--- src/rtl/riscv_mtimer_pkg.sv ---
// Shared definitions for the memory-mapped machine timer: address map,
// decoded register selector, bus request/response records and the
// byte-enable merge helper used by every writable register.
package riscv_mtimer_pkg;

    localparam logic [31:0] MTIME_MEM_ADDRESS_LOW     = 32'h0000_8004;
    localparam logic [31:0] MTIME_MEM_ADDRESS_HIGH    = 32'h0000_8008;
    localparam logic [31:0] MTIMECMP_MEM_ADDRESS_LOW  = 32'h0000_800C;
    localparam logic [31:0] MTIMECMP_MEM_ADDRESS_HIGH = 32'h0000_8010;

    localparam int unsigned MTIMER_PRESCALE_DEFAULT = 1;

    typedef enum logic [1:0] {
        MTIME_LOW     = 2'd0,
        MTIME_HIGH    = 2'd1,
        MTIMECMP_LOW  = 2'd2,
        MTIMECMP_HIGH = 2'd3
    } mtime_address_t;

    typedef struct packed {
        logic        we;
        logic [31:0] addr;
        logic [31:0] wdata;
        logic [3:0]  be;
    } mtimer_req_t;

    typedef struct packed {
        logic [31:0] rdata;
        logic        err;
    } mtimer_rsp_t;

    // Replace only the bytes whose enable is set; the rest keep old_val.
    function automatic logic [31:0] be_merge(input logic [31:0] old_val,
                                             input logic [31:0] wdata,
                                             input logic [3:0]  be);
        logic [31:0] res;
        for (int i = 0; i < 4; i++) begin
            res[8*i +: 8] = be[i] ? wdata[8*i +: 8] : old_val[8*i +: 8];
        end
        return res;
    endfunction

endpackage

--- src/rtl/riscv_mtimer_prescaler.sv ---
// Tick generator for mtime: counts 0..PRESCALE-1 and asserts tick on the
// last count, then wraps. PRESCALE=1 yields a tick on every clock.
module riscv_mtimer_prescaler #(
    parameter int unsigned PRESCALE = 1
) (
    input  logic clk,
    input  logic rst_n,
    output logic tick
);

    // A 1-bit counter is kept even for PRESCALE=1 so the width never collapses to 0.
    localparam int unsigned CW = (PRESCALE > 1) ? $clog2(PRESCALE) : 1;
    localparam logic [CW-1:0] LAST = CW'(PRESCALE - 1);

    logic [CW-1:0] count;

    assign tick = (count == LAST);

    // Free-running prescale counter, wrapping on the tick cycle.
    always_ff @(posedge clk or negedge rst_n) begin
        if (!rst_n) begin
            count <= '0;
        end else if (tick) begin
            count <= '0;
        end else begin
            count <= count + CW'(1);
        end
    end

endmodule

--- src/rtl/riscv_mtimer.sv ---
// Machine timer bus responder: holds mtime/mtimecmp, answers word-sized
// loads/stores with a fixed one-cycle response, and drives mtip_o.
// Optional build macro RISCV_MTIMER_SHADOW_READ_EN: a read of the mtime low
// word latches the high word so a following high-word read is carry-atomic.
module riscv_mtimer
    import riscv_mtimer_pkg::*;
#(
    parameter int unsigned PRESCALE  = MTIMER_PRESCALE_DEFAULT,
    parameter logic [31:0] BASE_ADDR = MTIME_MEM_ADDRESS_LOW
) (
    input  logic        clk,
    input  logic        rst_n,
    input  logic        req_valid,
    output logic        req_ready,
    input  logic        req_we,
    input  logic [31:0] req_addr,
    input  logic [31:0] req_wdata,
    input  logic [3:0]  req_be,
    output logic        rsp_valid,
    output logic [31:0] rsp_rdata,
    output logic        rsp_err,
    output logic        mtip_o,
    output logic [63:0] mtime_o
);

    logic           tick;
    logic [63:0]    mtime;
    logic [63:0]    mtimecmp;
    mtimer_req_t    req;
    mtimer_rsp_t    rsp_d;
    logic           accept;
    logic [31:0]    offset;
    logic           addr_hit;
    mtime_address_t addr_sel;
    logic           wr_hit;
    logic           rd_hit;
    logic           wr_mtime_lo;
    logic           wr_mtime_hi;
    logic           wr_cmp_lo;
    logic           wr_cmp_hi;
    logic [31:0]    mtime_hi_rd;

    riscv_mtimer_prescaler #(
        .PRESCALE (PRESCALE)
    ) u_prescaler (
        .clk   (clk),
        .rst_n (rst_n),
        .tick  (tick)
    );

    assign req     = {req_we, req_addr, req_wdata, req_be};
    assign accept  = req_valid && req_ready;
    assign mtime_o = mtime;

    // Address decode: only the four aligned words of the window are mapped.
    always_comb begin
        offset   = req.addr - BASE_ADDR;
        addr_hit = (offset[31:4] == 28'd0) && (offset[1:0] == 2'b00)
                   && (req.addr[1:0] == 2'b00);
        addr_sel = mtime_address_t'(offset[3:2]);
        wr_hit   = accept && req.we && addr_hit;
        rd_hit   = accept && !req.we && addr_hit;
        wr_mtime_lo = wr_hit && (addr_sel == MTIME_LOW);
        wr_mtime_hi = wr_hit && (addr_sel == MTIME_HIGH);
        wr_cmp_lo   = wr_hit && (addr_sel == MTIMECMP_LOW);
        wr_cmp_hi   = wr_hit && (addr_sel == MTIMECMP_HIGH);
    end

`ifdef RISCV_MTIMER_SHADOW_READ_EN
    logic [31:0] shadow_hi;
    logic        shadow_vld;
    logic        rd_mtime_lo;

    assign rd_mtime_lo = rd_hit && (addr_sel == MTIME_LOW);
    assign mtime_hi_rd = shadow_vld ? shadow_hi : mtime[63:32];

    // Latch the pre-update high word on a low-word read; any mtime write invalidates it.
    always_ff @(posedge clk or negedge rst_n) begin
        if (!rst_n) begin
            shadow_hi  <= '0;
            shadow_vld <= 1'b0;
        end else if (rd_mtime_lo) begin
            shadow_hi  <= mtime[63:32];
            shadow_vld <= 1'b1;
        end else if (wr_mtime_lo || wr_mtime_hi) begin
            shadow_vld <= 1'b0;
        end
    end
`else
    assign mtime_hi_rd = mtime[63:32];
`endif

    // Read mux over pre-update register values; writes and errors return 0.
    always_comb begin
        rsp_d.rdata = '0;
        rsp_d.err   = accept && !addr_hit;
        if (rd_hit) begin
            case (addr_sel)
                MTIME_LOW:     rsp_d.rdata = mtime[31:0];
                MTIME_HIGH:    rsp_d.rdata = mtime_hi_rd;
                MTIMECMP_LOW:  rsp_d.rdata = mtimecmp[31:0];
                MTIMECMP_HIGH: rsp_d.rdata = mtimecmp[63:32];
            endcase
        end
    end

    // Bus side: ready after reset, one-cycle response strobe with registered data.
    always_ff @(posedge clk or negedge rst_n) begin
        if (!rst_n) begin
            req_ready <= 1'b0;
            rsp_valid <= 1'b0;
            rsp_rdata <= '0;
            rsp_err   <= 1'b0;
        end else begin
            req_ready <= 1'b1;
            rsp_valid <= accept;
            rsp_rdata <= rsp_d.rdata;
            rsp_err   <= rsp_d.err;
        end
    end

    // mtime: a bus write to either half wins over the tick for that cycle.
    always_ff @(posedge clk or negedge rst_n) begin
        if (!rst_n) begin
            mtime <= '0;
        end else if (wr_mtime_lo) begin
            mtime[31:0] <= be_merge(mtime[31:0], req.wdata, req.be);
        end else if (wr_mtime_hi) begin
            mtime[63:32] <= be_merge(mtime[63:32], req.wdata, req.be);
        end else if (tick) begin
            mtime <= mtime + 64'd1;
        end
    end

    // mtimecmp: byte-merged writes, resets to all-ones so mtip stays low.
    always_ff @(posedge clk or negedge rst_n) begin
        if (!rst_n) begin
            mtimecmp <= '1;
        end else if (wr_cmp_lo) begin
            mtimecmp[31:0] <= be_merge(mtimecmp[31:0], req.wdata, req.be);
        end else if (wr_cmp_hi) begin
            mtimecmp[63:32] <= be_merge(mtimecmp[63:32], req.wdata, req.be);
        end
    end

    // Level interrupt from the registered compare; lags register changes by one cycle.
    always_ff @(posedge clk or negedge rst_n) begin
        if (!rst_n) begin
            mtip_o <= 1'b0;
        end else begin
            mtip_o <= (mtime >= mtimecmp);
        end
    end

endmodule

--- config.mk ---
export PLATFORM = sky130hd
export DESIGN_NAME = riscv_mtimer
export DESIGN_NICKNAME = d
export VERILOG_FILES = /design/src/rtl/riscv_mtimer_pkg.sv /design/src/rtl/riscv_mtimer_prescaler.sv /design/src/rtl/riscv_mtimer.sv
export SDC_FILE = /design/constraint.sdc
export NUM_CORES = 1
export LEC_CHECK = 0
export ABC_AREA = 1
export CAP_MARGIN = 20
export CORE_MARGIN = 2
export CORE_UTILIZATION = 61
export CTS_BUF_LIST = sky130_fd_sc_hd__clkbuf_8
export DETAILED_ROUTE_END_ITERATION = 10
export PLACE_DENSITY = 0.9
export SYNTH_ARGS = -nofsm -noshare
export SYNTH_HDL_FRONTEND = slang
export SYNTH_SLANG_ARGS = --single-unit
export TNS_END_PERCENT = 10
--- constraint.sdc ---
create_clock -name clk -period 4.1 [get_ports clk]
set_input_delay 0.41 -clock clk [delete_from_list [all_inputs] [get_ports clk]]
set_output_delay 0.41 -clock clk [all_outputs]
set_load 0.05 [all_outputs]
; ---- Word level (Yosys, flattened, before mapping)
; Cells that the tools add are included.
[totals]
reg_bits = 165
output_inout_bits = 100
wordCells = 87
[op_classes]
add_sub_neg = 3
n_lt_le_gt_ge = 1
eq_ne = 14
mux = 11
bitwise = 2
reduce_logical = 34
[op_table]
columns = cell, count
row1 = $mux W32, 4
row2 = $pmux W32 S4, 1
row3 = $add A64 B1 Y64 const B, 1
row4 = $ge A64 B64 Y1, 1
row5 = $mux W64, 1
row6 = $reduce_and A3 Y1, 12
row7 = $mux W8, 4
row8 = $sub A32 B16 Y32 const B, 1
row9 = $logic_not A28 Y1, 1
row10 = $ne A2 B2 Y1 const B, 11
row11 = $logic_and A1 B1 Y1, 12
row12 = $reduce_and A2 Y1, 4
row13 = $logic_not A2 Y1, 3
row14 = $eq A2 B2 Y1 const B, 2
row15 = $eq A2 B1 Y1 const B, 1
row16 = $logic_not A1 Y1, 2
row17 = $not A1 Y1, 2
row18 = $add A1 B1 Y1 const B, 1
row19 = $mux W1, 1

; ---- Logic depth before layout (Yosys ltp)
[depth]
word_depth = 8
mapped_depth = 20

; ---- By module
; A second synthesis with hierarchy kept.
[unflattened]
hier_cells = 1798
area_unflattened_um2 = 12522.0
[modules_own_cells]
columns = mod, n_inst, cells_each, area_each_um2, seq_area_each_um2
row1 = riscv_mtimer, 1, 1796, 12510.7, 4184.0
row2 = riscv_mtimer_prescaler, 1, 2, 11.3, 0.0

; ---- Worst setup path after synthesis
; No wires, ideal clock.
[synth_timing]
path_kind = reg2reg
from = reg mtime[1], in the netlist mtime_o[1]
to = reg mtime[58], in the netlist mtime_o[58]
setup_time_ns = 0.113
arrival_ns = 2.646
t_required_ns = 3.987
slack_ns = 1.341
path_stages_with_launch = 18
synth_period_minus_slack_ns = 2.759
cell_sequence = dfrtp_1 -> ha_1 -> nand3_1 -> inv_1 -> nand2_1 -> nor2_1 -> nand4_1 -> nor2_1 -> nand2_1 -> nor2_1 -> nand2_1 -> nor2_1 -> xor2_1 -> nand2_1 -> nand2_1 -> nand2_1 -> nand2_1 -> inv_1
[synth_via]
elab_chain_cells = 3
[synth_rtl]
columns = item, line
row1 = "start, declared", riscv_mtimer.sv:27  ; logic [63:0] mtime;
row2 = "start signal, assigned", riscv_mtimer.sv:127  ; mtime[31:0] <= be_merge(mtime[31:0], req.wdata, req.be);
row3 = "start signal, assigned", riscv_mtimer.sv:131  ; mtime <= mtime + 64'd1;
row4 = $add A64 B1 Y64, riscv_mtimer.sv:131
row5 = $mux W64, riscv_mtimer.sv:130  ; end else if (tick) begin
row6 = $mux W32, riscv_mtimer.sv:128  ; end else if (wr_mtime_hi) begin
; Every way passes these cells. The select of a mux whose other input is x is not followed.
; A chain may end at the register's enable or synchronous reset.

; ---- Final worst setup path
[layout_timing]
from = reg mtime[0], in the netlist mtime_o[0]
to = reg mtime[58], in the netlist mtime_o[58]
; Same word-level chain as after synthesis.

==> impl_metrics.json <==
{
  "outcome": "completed",
  "critical_path.max_stage_delay_ps": 550,
  "vdd.ir_drop.worst_v": 0.000181,
  "portBuffers": 171,
  "rsz0062_at_grt": "no",
  "rows": 52,
  "die_h_microns": 146,
  "post-place-ws_ps": 440,
  "die_w_microns": 146,
  "stdcell_area_sq_um": 14700,
  "r2r_setup_slack_ps": 770,
  "grt_start_max_net_pins": 102,
  "track_usage_pct": 39.6,
  "worstMarginPinSlew_ps": 954,
  "fmax_mhz": 300,
  "synth-seq-area-share_pct": 33.8,
  "area_growth_pct": 19.0,
  "share_comb_of_total_power_pct": 9.5,
  "fin_skew_ps": 17.2,
  "grt_pass1_vias": 12675,
  "finalWorstSetupSlack_ps": 769,
  "drc": 0,
  "ys_seq_elements": 164,
  "min_period_ps": 3330,
  "synth_top_area_cell": "dfrtp_1",
  "rr_startpoint": "mtime_o[0]$_DFFE_PN0P_",
  "diodes": 0,
  "design.core.area_sq_um": 20100,
  "avgSynthCellArea_sq_um": 7.00,
  "overflow": 0,
  "syn_nets": 1905,
  "wl_per_cell_microns": 19.3,
  "pwr-share-seq_pct": 50.8,
  "cp.required_ps": 4500,
  "setup_viol": 0,
  "r2r-end": "mtime_o[58]$_DFFE_PN0P_",
  "synthTopCellsByArea": "dfrtp_1 20%, nand2_1 17%, dfstp_2 14%",
  "first_pass_iters": 9,
  "synth_cells": 1768,
  "cts_tree": "done",
  "cts-buffers-inserted": 17,
  "crit_path_start_kind": "flop",
  "dpl_cell_area_sq_um": 14300,
  "layout-drive-gt1-share_pct": 9.11,
  "clkLatencyLatePin_ps": 490,
  "cts.sinks": 164,
  "antenna_found_initial": 0,
  "power_leakage_nw": 6.71,
  "pin_count": 172,
  "cp.depth": 17,
  "synth_edf_count": 0,
  "switching_share_pct": 29.8,
  "totalWireLength_microns": 42500,
  "crit_family": "simple AND/OR/NAND/NOR gates",
  "cts.repair.resized": 0,
  "cp_num_buf_inv": 2,
  "cap_violations": 0,
  "p_clk_share_pct": 39.7,
  "grt_pass1_wl_microns": 67100,
  "async_flop_share_pct": 100,
  "synth_cell_types": 51,
  "reg2reg_depth": 17,
  "cts_hold_buf": 0,
  "crit_type": "flop to flop",
  "hold_class": "primary input to asynchronous set/reset pin",
  "p_sw_mw": 0.951,
  "hpwl_microns": 31900,
  "synth_top_area_share_pct": 20.2,
  "worstSetupStartpoint": "mtime_o[0]$_DFFE_PN0P_",
  "setup.worst_path.end": "mtime_o[58]$_DFFE_PN0P_",
  "synth_ff_type": "dfrtp_1",
  "cts_setup_buffers": 0,
  "drtAntennaViolNets": 0,
  "end_kind": "flop",
  "arrival_ps": 3730,
  "initial_core_util_pct": 61.6,
  "slowest_stage": "dfrtp_1",
  "h-tree-depth": 4,
  "dieArea_sq_um": 21400,
  "p_per_area_nw_per_um2": 217,
  "p_total_mw": 3.19,
  "setup_tns_ps": 0,
  "cts-root-buf": "clkbuf_8",
  "intPower_mw": 2.24,
  "drt_iter0_drc": 1485,
  "cpMostUsedCell": "nand2_1",
  "viasPerCell": 6.04,
  "layout.nets": 2056,
  "gp_congestion": 1.02,
  "fin_crit_sh_pct": 81.2,
  "yosys_warnings": 0,
  "cts.clk_slew.worst_paths_ps": 110,
  "clock_path_buffers": 2,
  "path_cells": "ha_1 > nand3_1 > inv_1 > nand2_1 > nor2_1 > nand4_1 > nor2_1 > nand2_1 > nor2_1 > nand2_1 > nor2_1 > xor2_1 > nand2_1 > nand2_1 > nand2_1 > nand2_1 > inv_1",
  "hold_viol": 0,
  "relSlewSlack_pct": 36.4,
  "via_count": 13291,
  "drv_slew": 0,
  "synth.cell_area_sq_um": 12400,
  "path_max_fanout": 7
}
## power by group through the flow
stage / registers, mW / clock network (mW) / logic, mW
after global placement: 1.65 / 0 / 0.293
after global routing: 1.62 / 1.32 / 0.323
after detailed placement: 1.65 / 0 / 0.296
after CTS: 1.62 / 1.27 / 0.297
final: 1.62 / 1.27 / 0.303
after floorplan: 1.66 / 0 / 0.111
## stage by stage
| step | cells | utilization [%] | hold slack [ps] |
|---|---|---|---|
| floorplan | 1768 | - | 114 |
| global placement | 2170 | 71.2 | 461 |
| detailed placement | 2170 | 71.2 | 464 |
| CTS | 2202 | 73.3 | 44.6 |
| global route | 2202 | 73.3 | 69.1 |
| finish | 2202 | 73.3 | 1.52 |
## routing by layer
layer,track usage [%],part of all wire (%)
met2,63.6,45
met3,8.09,12
met4,18.3,4.9
met1,51.8,38
met5,0,0
## placed cells by master, fill, tap and decap left out, drive strengths merged, types with 20 or more instances in the layout
cell type        n
nand3          129
a221oi          25
nor2           161
o21ai           84
buf             20
xor2            39
clkdlybuf4s50  170
dfrtp          100
nand2          576
nand4           81
a21oi           38
dfstp           64
xnor2           22
inv            226
nor3            33
ha              65
o22ai           28
## synthesized netlist by cell type (all sizes together), types with 3 or more instances
master	instances
nor2	161
inv	220
a211oi	6
nor4	8
dfstp	64
ha	65
nand4	81
xnor2	22
and3	3
o2111ai	3
xor2	39
nor3	33
o21ai	84
o22ai	28
nand2	576
nand3	129
nor4b	3
buf	20
clkbuf	38
dfrtp	100
a221oi	25
a21oi	38
a41oi	3
## sequential cells by signal, summed over array words and instances (netlist names)
| register | cells |
|---|---|
| rsp_valid | 1 |
| mtimecmp | 64 |
| req_ready | 1 |
| mtip_o | 1 |
| rsp_err | 1 |
| mtime_o | 64 |
| rsp_rdata | 32 |
## kinds of logic after synthesis
kind of cell    Yosys count  share of synthesized area [%]
compound gates          196                           9.88
xor+xnor                 61                           4.32
fa+ha+maj                65                           6.57
buf+inv                 280                           9.15
flops                   164                           33.8
other cells               1                         0.0303
simple gates           1001                           36.3
## worst min path at each step
stage | start | end | slack [ps] | depth (start not counted)
global route | rst_n | rsp_rdata[24]$_DFF_PN0_ | 70 | 1
global placement | mtimecmp[58]$_DFFE_PN1P_ | mtimecmp[58]$_DFFE_PN1P_ | 460 | 2
finish | rst_n | rsp_rdata[25]$_DFF_PN0_ | 2 | 1
CTS | rst_n | rsp_rdata[25]$_DFF_PN0_ | 40 | 1
detailed placement | mtimecmp[26]$_DFFE_PN1P_ | mtimecmp[26]$_DFFE_PN1P_ | 460 | 2
floorplan | rst_n | mtime_o[0]$_DFFE_PN0P_ | 110 | 0
## final cells by class
class	instances	area, sq um
clock inverter	15	191
inverter	222	833
clock buffer	17	234
tap	270	338
timing repair buffer	190	1870
fill	1621	5370
multi-input combinational	1324	7090
sequential	164	4180
Power figures use the tool's default switching activity.
